===== src/rtl/div_share_pkg.sv =====
// Shared types and constants for the two-requester divider scheduler.
package div_share_pkg;

    // Scheduler states: waiting for a request, iterating, holding a result.
    typedef enum logic [1:0] {
        IDLE = 2'd0,
        RUN  = 2'd1,
        DONE = 2'd2
    } state_e;

    // Width of the requester identifier carried with each operation.
    localparam int ID_W = 1;

    // Every quotient bit is set to this value when the divisor is zero.
    localparam logic DIV0_FILL_BIT = 1'b1;

endpackage


===== src/rtl/div_rr_arb2.sv =====
// Two-input round-robin arbiter. A lone requester always wins; on contention
// the pointer decides. The pointer moves to the losing side after every grant.
module div_rr_arb2 (
    input  logic clk,
    input  logic rstn,
    input  logic en_i,
    input  logic req0_i,
    input  logic req1_i,
    output logic gnt0_o,
    output logic gnt1_o
);

    logic ptr_q;
    logic ptr_d;

    // Grant selection and pointer update.
    always_comb begin
        // NOTE: every output of a combinational block gets a default first, so no path can infer a latch.
        gnt0_o = 1'b0;
        gnt1_o = 1'b0;
        ptr_d  = ptr_q;
        if (en_i) begin
            if (req0_i && req1_i) begin
                gnt0_o = ~ptr_q;
                gnt1_o = ptr_q;
            end else begin
                gnt0_o = req0_i;
                gnt1_o = req1_i;
            end
        end
        if (gnt0_o) begin
            ptr_d = 1'b1;
        end else if (gnt1_o) begin
            ptr_d = 1'b0;
        end
    end

    // Pointer register; requester 0 is favoured out of reset.
    always_ff @(posedge clk or negedge rstn) begin
        // NOTE: registers use non-blocking assignments so every flop samples pre-edge values.
        if (!rstn) begin
            ptr_q <= 1'b0;
        end else begin
            ptr_q <= ptr_d;
        end
    end

endmodule


===== src/rtl/div_share_sched.sv =====
// Shares one bit-serial restoring divider between two requesters. The granted
// requester's operands are latched and one quotient bit is produced per clock;
// the result is held on a valid/ready response port until consumed.
module div_share_sched
    import div_share_pkg::*;
#(
    parameter int N = 16,
    parameter int M = 8
) (
    input  logic         clk,
    input  logic         rstn,
    input  logic         req0_valid,
    output logic         req0_ready,
    input  logic [N-1:0] req0_dividend,
    input  logic [M-1:0] req0_divisor,
    input  logic         req1_valid,
    output logic         req1_ready,
    input  logic [N-1:0] req1_dividend,
    input  logic [M-1:0] req1_divisor,
    output logic         resp_valid,
    input  logic         resp_ready,
    output logic         resp_id,
    output logic [N-1:0] resp_quotient,
    output logic [M-1:0] resp_remainder,
    output logic         resp_div0,
    output logic         busy
);

    localparam int CW = (N > 1) ? $clog2(N) : 1;

    state_e            state_q, state_d;
    logic [ID_W-1:0]   id_q, id_d;
    logic [M-1:0]      div_q, div_d;
    logic [N-1:0]      quo_q, quo_d;
    logic [M-1:0]      rem_q, rem_d;
    logic [CW-1:0]     cnt_q, cnt_d;
    logic              resp_valid_q, resp_valid_d;
    logic [ID_W-1:0]   resp_id_q, resp_id_d;
    logic [N-1:0]      resp_quo_q, resp_quo_d;
    logic [M-1:0]      resp_rem_q, resp_rem_d;
    logic              resp_div0_q, resp_div0_d;

    logic              idle_w;
    logic              gnt0, gnt1;
    logic              accept_w;
    logic [N-1:0]      acc_dividend;
    logic [M-1:0]      acc_divisor;

    logic [M:0]        t_w;
    logic              ge_w;
    logic [M-1:0]      diff_w;
    logic [M-1:0]      rem_step;
    logic [N-1:0]      quo_step;

    assign idle_w = (state_q == IDLE);

    div_rr_arb2 u_arb (
        .clk    (clk),
        .rstn   (rstn),
        .en_i   (idle_w),
        .req0_i (req0_valid),
        .req1_i (req1_valid),
        .gnt0_o (gnt0),
        .gnt1_o (gnt1)
    );

    // Grants only exist in IDLE with the matching valid high, so a grant is a handshake.
    assign req0_ready   = gnt0;
    assign req1_ready   = gnt1;
    assign accept_w     = gnt0 | gnt1;
    assign acc_dividend = gnt1 ? req1_dividend : req0_dividend;
    assign acc_divisor  = gnt1 ? req1_divisor  : req0_divisor;

    // One restoring step: shift the next dividend bit into the partial remainder
    // and subtract the divisor when it fits. Because rem < divisor, a fitting
    // difference is below 2^M and the low M bits of the subtraction are exact.
    always_comb begin
        t_w      = {rem_q, quo_q[N-1]};
        ge_w     = (t_w >= {1'b0, div_q});
        diff_w   = t_w[M-1:0] - div_q;
        rem_step = ge_w ? diff_w : t_w[M-1:0];
        quo_step = {quo_q[N-2:0], ge_w};
    end

    // Next-state and datapath control for IDLE / RUN / DONE.
    always_comb begin
        state_d      = state_q;
        id_d         = id_q;
        div_d        = div_q;
        quo_d        = quo_q;
        rem_d        = rem_q;
        cnt_d        = cnt_q;
        resp_valid_d = resp_valid_q;
        resp_id_d    = resp_id_q;
        resp_quo_d   = resp_quo_q;
        resp_rem_d   = resp_rem_q;
        resp_div0_d  = resp_div0_q;
        unique case (state_q)
            IDLE: begin
                if (accept_w) begin
                    id_d  = gnt1;
                    div_d = acc_divisor;
                    if (acc_divisor == '0) begin
                        // Division by zero answers immediately without iterating.
                        state_d      = DONE;
                        resp_valid_d = 1'b1;
                        resp_id_d    = gnt1;
                        resp_quo_d   = {N{DIV0_FILL_BIT}};
                        resp_rem_d   = acc_dividend[M-1:0];
                        resp_div0_d  = 1'b1;
                    end else begin
                        state_d = RUN;
                        quo_d   = acc_dividend;
                        rem_d   = '0;
                        cnt_d   = CW'(N - 1);
                    end
                end
            end
            RUN: begin
                quo_d = quo_step;
                rem_d = rem_step;
                cnt_d = cnt_q - 1'b1;
                if (cnt_q == '0) begin
                    state_d      = DONE;
                    resp_valid_d = 1'b1;
                    resp_id_d    = id_q;
                    resp_quo_d   = quo_step;
                    resp_rem_d   = rem_step;
                    resp_div0_d  = 1'b0;
                end
            end
            DONE: begin
                if (resp_ready) begin
                    state_d      = IDLE;
                    resp_valid_d = 1'b0;
                end
            end
            default: state_d = IDLE;
        endcase
    end

    // State and datapath registers.
    always_ff @(posedge clk or negedge rstn) begin
        // NOTE: datapath registers are reset too, because the response outputs must read 0 after reset.
        if (!rstn) begin
            state_q      <= IDLE;
            id_q         <= '0;
            div_q        <= '0;
            quo_q        <= '0;
            rem_q        <= '0;
            cnt_q        <= '0;
            resp_valid_q <= 1'b0;
            resp_id_q    <= '0;
            resp_quo_q   <= '0;
            resp_rem_q   <= '0;
            resp_div0_q  <= 1'b0;
        end else begin
            state_q      <= state_d;
            id_q         <= id_d;
            div_q        <= div_d;
            quo_q        <= quo_d;
            rem_q        <= rem_d;
            cnt_q        <= cnt_d;
            resp_valid_q <= resp_valid_d;
            resp_id_q    <= resp_id_d;
            resp_quo_q   <= resp_quo_d;
            resp_rem_q   <= resp_rem_d;
            resp_div0_q  <= resp_div0_d;
        end
    end

    assign resp_valid     = resp_valid_q;
    assign resp_id        = resp_id_q;
    assign resp_quotient  = resp_quo_q;
    assign resp_remainder = resp_rem_q;
    assign resp_div0      = resp_div0_q;
    assign busy           = ~idle_w;

endmodule


===== config.mk =====
export PLATFORM = sky130hd
export DESIGN_NAME = div_share_sched
export DESIGN_NICKNAME = d
export VERILOG_FILES = /design/src/rtl/div_share_pkg.sv /design/src/rtl/div_rr_arb2.sv /design/src/rtl/div_share_sched.sv
export SDC_FILE = /design/constraint.sdc
export NUM_CORES = 1
export LEC_CHECK = 0
export CAP_MARGIN = 20
export CORE_UTILIZATION = 40
export CTS_BUF_LIST = sky130_fd_sc_hd__clkbuf_4 sky130_fd_sc_hd__clkbuf_8
export CTS_CLUSTER_SIZE = 40
export DETAILED_ROUTE_END_ITERATION = 10
export PLACE_DENSITY = 0.66
export SLEW_MARGIN = 20
export SYNTH_ARGS = -nofsm -noshare
export SYNTH_HDL_FRONTEND = slang
export SYNTH_SLANG_ARGS = --single-unit

===== constraint.sdc =====
create_clock -name clk -period 5.3 [get_ports clk]
set_input_delay 0.795 -clock clk [delete_from_list [all_inputs] [get_ports clk]]
set_output_delay 0.795 -clock clk [all_outputs]
set_load 0.05 [all_outputs]

==> impl_metrics.csv <==
group,metric,value,unit
grt,grt_pass1_wl,14.99,mm
power_and_ir_drop,ir_drop,0.4827,mV
synth,synth_enable_flop_cells,0,
timing,period_needed,3.991,ns
cts,cts_buffers,9,
detailed_routing,drc,0,
detailed_routing,vias,3000,
grt,track_usage,0.1965,
die,top_level_ports,83,
layout,area_growth_syn_to_layout,31.30,%
detailed_routing,wl_per_cell,15.07,µm
power_and_ir_drop,p_per_area,765.6,nW/µm²
synth,synth_area,3586,µm²
synth,ys.flop_type,"dfrtp_1",
die,num_rows,34,
grt,grt_max_degree,68,
synth,synth_nets,442,
place,hpwl,6.055,mm
cts,tritoncts,"built",
synth,yosysTopAreaCellShare,0.4676,
cts,clk_path_buf_depth,2,
die,start_util,0.4112,
timing,fmax,250.6,MHz
worst_setup_path,start_kind,"input pin",
worst_setup_path,crit_required,4.51,ns
layout,num-nets-final,519,
run,cap_violations,0,
timing,whs,0.4834,ns
detailed_routing,ant_nets,0,
timing,fin_crit_sh,0.7530,
synth,yosysTopAreaCell,"dfrtp_1",
cts,htreeDepth,3,
grt,grt-ovfl-total,0,
synth,yosys_register_bits,67,
hold_path,min_path_type,"flop to flop",
grt,antenna_found_initial,0,
synth,synth.area.top_cells,"dfrtp_1, nor2_1, nand2_1",
synth,async_reset_ff_frac,1.000,
synth,yosysWarnings,0,
place,dp_cells,553,
detailed_routing,routed_via_density,5.272,
worst_setup_path,critPathKind,"input pin to output pin",
timing,tightest_slew,0.9838,ns
cts,cts_setup_buffers,0,
timing,relSlewSlack,0.3391,
die,dieArea,9347,µm²
cts,cts_resized,0,
die,core_area,8721,µm²
synth,yosys.cell_types.count,48,
place,place_area,4459,µm²
timing,setup_tns,0,ns
place,place_congestion,0.8547,
grt,grt_pass1_vias,3105,
synth,yosysSeqAreaShare,0.4676,
cts,postCtsHoldBufs,0,
detailed_routing,first_pass_iters,4,
detailed_routing,drt_iter0_drc,115,
layout,final_cells,569,
layout,drive_gt1_frac,0.09544,
cts,clkSinkCount,67,
die,die_h,96.68,µm
layout,final.fill_count,802,
die,die_w,96.68,µm
power_and_ir_drop,p_leak,0.002046,µW
timing,finalSetupViolCount,0,
timing,clock_skew,0.01025,ns
layout,antenna_cells,0,
worst_setup_path,end_kind,"output pin",
synth,syn_inst,379,
layout,final_area,4708,µm²
worst_setup_path,crit_arrival,3.20,ns
place,numPortBuffers,82,
cts,insertion_delay,0.34,ns
timing,hold_violations,0,
worst_setup_path,path_max_fanout,27,
timing,slew_violations,0,
cts,ctsRootBufferMaster,"clkbuf_8",
timing,rsz0062_at_grt,"false",
detailed_routing,totalWireLength,8.576,mm
synth,syn_avg_cell_area,9.462,µm²
status,outcome,"finished, final reports clean",
cts,clk_pin_slew,0.07,ns
[metrics by stage]
step           worst slack (ns)  power [µW]  utilization
2_1_floorplan             2.707        2574            -
3_3_place_gp              1.361        3042       0.5113
3_5_place_dp              1.332        3096       0.5113
4_1_cts                   1.332        3629       0.5395
5_1_grt                   1.159        3890       0.5399
6_report                  1.309        3605       0.5399
[power breakdown]
part,switching [µW],internal (µW)
sequential,164,766
clock,202,319
combinational,1270,884
total,1640,1970
[worst max-delay path, cell delays in order]
cell	delay (ns)
clkdlybuf4s50_1	0.53
nand2b_1	0.11
nand3_4	0.34
clkinv_1	0.55
clkdlybuf4s50_1	0.86
[synth_stat cells (2+ instances only)]
master	n
o21bai_1	2
mux2i_1	16
a21oi_1	33
nand2_1	50
nor2_1	52
nor3_1	2
nand2b_1	4
inv_1	19
o21ai_0	13
o2bb2ai_1	8
buf_2	8
and3_1	7
mux2_4	7
a221oi_1	7
clkbuf_1	7
mux2_2	9
dfrtp_1	67
a31oi_1	10
nor4_1	4
a31o_2	2
o211ai_1	2
a21o_1	3
o21a_1	2
xnor2_1	5
ha_1	9
buf_1	2
nand3_1	8
[registers in the layout (all words and copies together) (netlist names)]
register	count
id_q	1
state_q	2
resp_valid	1
u_arb.ptr_q	1
resp_div0	1
quo_q	16
resp_remainder	8
resp_id	1
cnt_q	4
resp_quotient	16
rem_q	8
div_q	8
[layer usage]
| metal | global-route usage | wire (µm) | up-vias | share of wire |
|---|---|---|---|---|
| li1 | - | - | 1476 | - |
| met1 | 0.2698 | 4023 | 1459 | 0.47 |
| met2 | 0.3147 | 4165 | 57 | 0.49 |
| met3 | 0.03179 | 300 | 8 | 0.035 |
| met4 | 0.07003 | 85 | 0 | 0.0099 |
| met5 | 0 | 0 | - | 0 |
[cell usage in the layout (no fill, tap or decap), types with 8 or more instances in the layout]
master | synthesis | routed
o2bb2ai_1 | 8 | 8
clkdlybuf4s50_1 | 0 | 81
nand2_1 | 50 | 50
dfrtp_1 | 67 | 67
a21oi_1 | 33 | 33
ha_1 | 9 | 9
clkbuf_8 | 0 | 9
mux2_2 | 9 | 9
mux2i_1 | 16 | 16
a31oi_1 | 10 | 10
inv_1 | 19 | 19
o21ai_0 | 13 | 13
nand3_1 | 8 | 8
nor2_1 | 52 | 52
[layout make-up]
| type | instances | area (µm²) | area share |
|---|---|---|---|
| flip-flops and latches | 67 | 1677 | 0.3561 |
| clock buffers | 10 | 131.4 | 0.02790 |
| multi-input cells | 273 | 1738 | 0.3691 |
| inverters | 20 | 75.07 | 0.01594 |
| repair buffers | 85 | 838.3 | 0.1780 |
| clock inverters | 6 | 113.9 | 0.02418 |
| well taps | 108 | 135.1 | 0.02870 |
[kinds of logic (layout without fill, tap and decap cells)]
group / count (synthesis) / after routing / synth area share
xor gates and xnor gates: 6 / 6 / 0.01465
AOI/OAI and AO/OA: 89 / 89 / 0.1591
buffers and inverters: 39 / 121 / 0.04885
DFF: 67 / 67 / 0.4676
and+or+nand+nor: 135 / 135 / 0.1668
adders and majority gates: 10 / 10 / 0.03699
muxes: 33 / 33 / 0.1061
[worst paths after layout]
kind                                         from                            to  slack, ns  depth (start not counted)
max reg2reg                state_q[1]$_DFFE_PN0P_         quo_q[15]$_DFFE_PN0P_       2.48                          6
min reg2reg                  div_q[6]$_DFFE_PN0P_          div_q[6]$_DFFE_PN0P_       0.48                          2
max                                    req0_valid                    req1_ready       1.31                          5
max in group asynchronous                    rstn          div_q[6]$_DFFE_PN0P_       4.09                          2
min                          div_q[6]$_DFFE_PN0P_          div_q[6]$_DFFE_PN0P_       0.48                          2
min in group asynchronous                    rstn  resp_quotient[5]$_DFFE_PN0P_       0.64                          2
(Power assumes the default switching activity.)
